==> src/rtl/div_pkg.sv <==
// Shared definitions for the restoring divider.
//   div_state_t : control FSM state encoding
//   DIV_N       : default operand/result width
package div_pkg;

    localparam int DIV_N = 8;

    typedef enum logic [1:0] {
        IDLE  = 2'd0,
        SHIFT = 2'd1,
        SUB   = 2'd2,
        DONE  = 2'd3
    } div_state_t;

endpackage

==> src/rtl/div_control.sv <==
// Control FSM for the restoring divider.
// Ports:
//   clk, rst_n         : clock, async active-low reset
//   run                : active-low start (level sampled)
//   clr_ld_b           : load divisor request (IDLE only, beats run)
//   b_zero             : current divisor is zero
//   ld_b, ld_q, dz_set : one-cycle datapath load strobes from IDLE
//   shift_en, sub_en   : iteration step strobes
//   busy, done         : decoded state outputs
module div_control
    import div_pkg::*;
#(
    parameter int N     = DIV_N,
    parameter int CNT_W = $clog2(N)
) (
    input  logic clk,
    input  logic rst_n,
    input  logic run,
    input  logic clr_ld_b,
    input  logic b_zero,
    output logic ld_b,
    output logic ld_q,
    output logic dz_set,
    output logic shift_en,
    output logic sub_en,
    output logic busy,
    output logic done
);

    div_state_t       state_q, state_d;
    logic [CNT_W-1:0] cnt_q, cnt_d;

    always_comb begin
        state_d  = state_q;
        cnt_d    = cnt_q;
        ld_b     = 1'b0;
        ld_q     = 1'b0;
        dz_set   = 1'b0;
        shift_en = 1'b0;
        sub_en   = 1'b0;
        unique case (state_q)
            IDLE: begin
                if (clr_ld_b) begin
                    ld_b = 1'b1;
                end else if (!run) begin
                    if (b_zero) begin
                        // No iterations: results are fixed, go straight to DONE.
                        dz_set  = 1'b1;
                        state_d = DONE;
                    end else begin
                        ld_q    = 1'b1;
                        cnt_d   = '0;
                        state_d = SHIFT;
                    end
                end
            end
            SHIFT: begin
                shift_en = 1'b1;
                state_d  = SUB;
            end
            SUB: begin
                sub_en = 1'b1;
                if (cnt_q == CNT_W'(N - 1)) begin
                    state_d = DONE;
                end else begin
                    cnt_d   = cnt_q + 1'b1;
                    state_d = SHIFT;
                end
            end
            DONE: begin
                // Only a released button returns to IDLE, so a held press
                // cannot start a second division.
                if (run) state_d = IDLE;
            end
            default: state_d = IDLE;
        endcase
    end

    always_ff @(posedge clk or negedge rst_n) begin
        if (!rst_n) begin
            state_q <= IDLE;
            cnt_q   <= '0;
        end else begin
            state_q <= state_d;
            cnt_q   <= cnt_d;
        end
    end

    assign busy = (state_q == SHIFT) || (state_q == SUB);
    assign done = (state_q == DONE);

endmodule

==> src/rtl/restoring_divider.sv <==
// Unsigned sequential restoring divider, one quotient bit per SHIFT/SUB pair.
// Ports:
//   Clk, Reset   : clock, async active-low reset
//   Run          : active-low start, Din is the dividend
//   ClearA_LoadB : in IDLE, load divisor from Din
//   Din          : switch input
//   Quotient     : Q register (working value while busy)
//   Remainder    : low N bits of partial remainder
//   Div_By_Zero  : last start found divisor == 0
//   Busy, Done   : SHIFT/SUB and DONE state indicators
module restoring_divider
    import div_pkg::*;
#(
    parameter int N     = DIV_N,
    parameter int CNT_W = $clog2(N)
) (
    input  logic         Clk,
    input  logic         Reset,
    input  logic         Run,
    input  logic         ClearA_LoadB,
    input  logic [N-1:0] Din,
    output logic [N-1:0] Quotient,
    output logic [N-1:0] Remainder,
    output logic         Div_By_Zero,
    output logic         Busy,
    output logic         Done
);

    logic [N-1:0] b_q, b_d;
    logic [N-1:0] q_q, q_d;
    logic [N:0]   r_q, r_d;
    logic         dz_q, dz_d;
    logic [N+1:0] diff;
    logic         ld_b, ld_q, dz_set, shift_en, sub_en;

    div_control #(.N(N), .CNT_W(CNT_W)) u_ctrl (
        .clk      (Clk),
        .rst_n    (Reset),
        .run      (Run),
        .clr_ld_b (ClearA_LoadB),
        .b_zero   (b_q == '0),
        .ld_b     (ld_b),
        .ld_q     (ld_q),
        .dz_set   (dz_set),
        .shift_en (shift_en),
        .sub_en   (sub_en),
        .busy     (Busy),
        .done     (Done)
    );

    // One extra bit so the MSB is a clean borrow flag.
    assign diff = {1'b0, r_q} - {2'b00, b_q};

    always_comb begin
        b_d  = b_q;
        q_d  = q_q;
        r_d  = r_q;
        dz_d = dz_q;
        if (ld_b) begin
            b_d  = Din;
            q_d  = '0;
            r_d  = '0;
            dz_d = 1'b0;
        end
        if (ld_q) begin
            q_d  = Din;
            r_d  = '0;
            dz_d = 1'b0;
        end
        if (dz_set) begin
            q_d  = '1;
            r_d  = {1'b0, Din};
            dz_d = 1'b1;
        end
        if (shift_en) begin
            {r_d, q_d} = {r_q, q_q} << 1;
        end
        // On borrow R is simply kept, which is the "restore" step.
        if (sub_en && !diff[N+1]) begin
            r_d    = diff[N:0];
            q_d[0] = 1'b1;
        end
    end

    always_ff @(posedge Clk or negedge Reset) begin
        if (!Reset) begin
            b_q  <= '0;
            q_q  <= '0;
            r_q  <= '0;
            dz_q <= 1'b0;
        end else begin
            b_q  <= b_d;
            q_q  <= q_d;
            r_q  <= r_d;
            dz_q <= dz_d;
        end
    end

    assign Quotient    = q_q;
    assign Remainder   = r_q[N-1:0];
    assign Div_By_Zero = dz_q;

endmodule

==> config.mk <==
export PLATFORM = sky130hd
export DESIGN_NAME = restoring_divider
export DESIGN_NICKNAME = d
export VERILOG_FILES = /design/src/rtl/div_pkg.sv /design/src/rtl/div_control.sv /design/src/rtl/restoring_divider.sv
export SDC_FILE = /design/constraint.sdc
export NUM_CORES = 1
export LEC_CHECK = 0
export ABC_CLOCK_PERIOD_IN_PS = 2300
export CORE_UTILIZATION = 27
export DETAILED_ROUTE_END_ITERATION = 16
export GPL_TIMING_DRIVEN = 1
export HOLD_SLACK_MARGIN = 0.02
export PLACE_DENSITY = 0.44
export SYNTH_ARGS = -nofsm -noshare
export SYNTH_HDL_FRONTEND = slang
export SYNTH_HIERARCHICAL = 1
export SYNTH_SLANG_ARGS = --single-unit
==> constraint.sdc <==
create_clock -name Clk -period 2.3 [get_ports Clk]
set_input_delay 0.345 -clock Clk [delete_from_list [all_inputs] [get_ports Clk]]
set_output_delay 0.345 -clock Clk [all_outputs]
set_load 0.01 [all_outputs]
==> impl_metrics.tcl <==
set metrics [dict create \
    design_area_um2 2693 \
    place_congestion 0.8014 \
    drt_iter0_drc 68 \
    grt_use_total 0.1425 \
    ys_seq_area_frac 0.3746 \
    num_rows 31 \
    worstSetupStartpointType "flip-flop" \
    io_buffers 30 \
    worst_slew_pin_slew_ns 0.4312 \
    start_util 0.2825 \
    p_clk_frac 0.149 \
    hold_path.class "primary input to asynchronous set/reset pin" \
    place_area_um2 2522 \
    combPwrFrac 0.602 \
    clkSlewWorstSetupHoldPaths_ns 0.07 \
    worstSetupEndpointType "flip-flop" \
    layout_common_cells "dfrtp_1, clkdlybuf4s50_1, inv_1" \
    synthTopCellsByArea "dfrtp_1, ha_1, mux2i_1, inv_1, a21oi_1" \
    cts.sinks 31 \
    synth.top_cell.area_share 0.3746 \
    grt-ovfl-total 0 \
    hold_violations 0 \
    fmax_ghz 0.4519 \
    cts_buffers 5 \
    viasPerCell 4.860 \
    antenna_left 0 \
    totalWireLength_um 5219 \
    nets 279 \
    stdcell_count 350 \
    use_met2 0.2335 \
    post-route-drc-count 0 \
    avgSynthCellArea_um2 9.676 \
    met1_usage 0.1885 \
    post_drt_wl_per_cell_um 14.91 \
    cap_viol_max_count 0 \
    grt_pass1_wl_um 8445 \
    synth-seq-cells 31 \
    ios 31 \
    drt_first_pass_iters 5 \
    cts.htree.levels 2 \
    ys_warn_count 6 \
    crit_slowest_cell "or4_4" \
    critPathMaxFanout 2 \
    setup_viol 0 \
    grt_pass1_vias 1661 \
    coreArea_um2 7331 \
    seq_power_share 0.249 \
    min_period_ns 2.213 \
    syn_area_um2 2071 \
    synth_async_sr_flop_share 1.000 \
    cp_cell_sequence "or4_4, nor2_4, nor4bb_4, buf_4, nor2b_4, a222oi_1, a211o_1, o311ai_1" \
    p_per_area_nw_per_um2 1426 \
    yosysUniqueCellTypes 48 \
    die_w_um 89.58 \
    dieArea_um2 8024 \
    p_sw_mw 1.580 \
    crit_required_ns 2.48 \
    final_max_slew_viol_count 0 \
    relSlewSlack 0.7125 \
    diodes 0 \
    grt_max_degree 32 \
    antenna_found_initial 0 \
    status "finished, final reports clean" \
    critPathMaxStageDelay_ns 0.55 \
    drive_gt1_frac 0.1394 \
    dp_cells 340 \
    synth_top_area_cell "dfrtp_1" \
    clock_path_buffers 2 \
    finalClockSkew_ns 0.008468 \
    synth_edf_count 0 \
    final_common_cell "dfrtp_1" \
    ir_drop_mv 0.4764 \
    arrival_ns 2.40 \
    synth_fp_nets 243 \
    clk_latency_ns 0.29 \
    hpwl_um 3932 \
    grt-busiest-layer "met2" \
    syn_inst 214 \
    cts-root-buf "clkbuf_8" \
    area_delta_synth_final_pct 30.03 \
    fin_crit_sh 0.9622 \
    p_sw_frac 0.4115 \
    criticalPathCategory "flip-flop to flip-flop" \
    use_met3 0.02742 \
    vias 1701 \
    intPower_mw 2.260 \
    tritoncts "built" \
    rsz0062_at_grt "yes" \
    die_h_um 89.58 \
    ys.flop_type "dfrtp_1" \
    leakage_nw 1.225 \
]
critical path: cells and delay by family, from the launching register on:
kind / cells / cell delay (ns)
buffers and inverters: 1 / 0.18
and+or+nand+nor: 4 / 1.10
DFF: 1 / 0.38
AOI/OAI and AO/OA: 3 / 0.45
sequential cells by signal (all words and copies together), names as in the netlist:
name            flops
r_q                 9
Quotient            8
u_ctrl/cnt_q        3
b_q                 8
u_ctrl/state_q      2
Div_By_Zero         1
kinds of logic after synthesis:
group,share of synthesized area
buf+inv,0.09668
fa+ha+maj,0.1063
xor+xnor,0.02115
flops,0.3746
compound gates,0.2266
simple gates,0.1154
mux,0.05922
layer usage:
metal	up-vias	part of all wire
met1	822	0.49
li1	845	-
met5	-	0
met3	5	0.030
met2	29	0.47
met4	0	0.0063
power groups by stage:
stage | sequential (mW) | combinational, mW | clock, mW
floorplan | 0.955 | 1.60 | 0
global placement | 0.968 | 2.27 | 0
detailed placement | 0.974 | 2.27 | 0
CTS | 0.964 | 2.28 | 0.593
global route | 0.994 | 2.60 | 0.616
finish | 0.956 | 2.31 | 0.573
final timing paths:
check | from | cells past startpoint | slack (ns) | endpoint
max | b_q[2]$_DFFE_PN0P_ | 8 | 0.09 | r_q[7]$_DFFE_PN0P_
min | Reset | 2 | 0.47 | r_q[0]$_DFFE_PN0P_
max reg2reg | b_q[2]$_DFFE_PN0P_ | 8 | 0.09 | r_q[7]$_DFFE_PN0P_
min reg2reg | Div_By_Zero$_DFFE_PN0P_ | 1 | 0.48 | Div_By_Zero$_DFFE_PN0P_
max in group asynchronous | Reset | 2 | 1.52 | u_ctrl/state_q[0]$_DFFE_PN0P_
min in group Clk | Div_By_Zero$_DFFE_PN0P_ | 1 | 0.48 | Div_By_Zero$_DFFE_PN0P_
timing repair:
item	CTS	global route
gates resized for setup	1	9
setup buffers	0	2
gates cloned	0	0
pin swaps	2	2
endpoints found under the setup margin	3	13
hold buffers	0	0
through the flow:
| stage | setup slack [ns] | util | TNS (ns) | hold slack, ns | power [mW] |
|---|---|---|---|---|---|
| 6_report | 0.08702 | 0.3673 | 0 | 0.4717 | 3.840 |
| 5_1_grt | -0.06389 | 0.3673 | -0.1944 | 0.5016 | 4.206 |
| 4_1_cts | 0.0004357 | 0.3606 | 0 | 0.4853 | 3.842 |
| 3_5_place_dp | -0.006571 | 0.3441 | -0.006571 | 0.4749 | 3.240 |
| 3_3_place_gp | 0.009969 | 0.3441 | 0 | 0.4691 | 3.234 |
| 2_1_floorplan | 0.01804 | - | 0 | 0.04941 | 2.559 |
final cells by class:
cell class / instances / area, um2
Clock buffer: 6 / 82.58
Clock inverter: 2 / 35.03
Fill cell: 754 / 4638
Inverter: 25 / 93.84
Multi-Input combinational cell: 142 / 1149
Sequential cell: 31 / 775.7
Tap cell: 99 / 123.9
Timing Repair Buffer: 45 / 432.9
cells in the mapped netlist (3+ instances only):
cell type	number
a21o_1	4
a222oi_1	6
clkbuf_1	5
nor2_1	7
dfrtp_1	31
nor3_1	5
xnor2_1	4
ha_1	16
mux2i_1	10
buf_4	8
nor3b_1	3
a211o_1	3
nand2_1	18
a21oi_1	14
o21ai_0	12
a2111oi_0	6
inv_1	25
(Power assumes the default switching activity.)
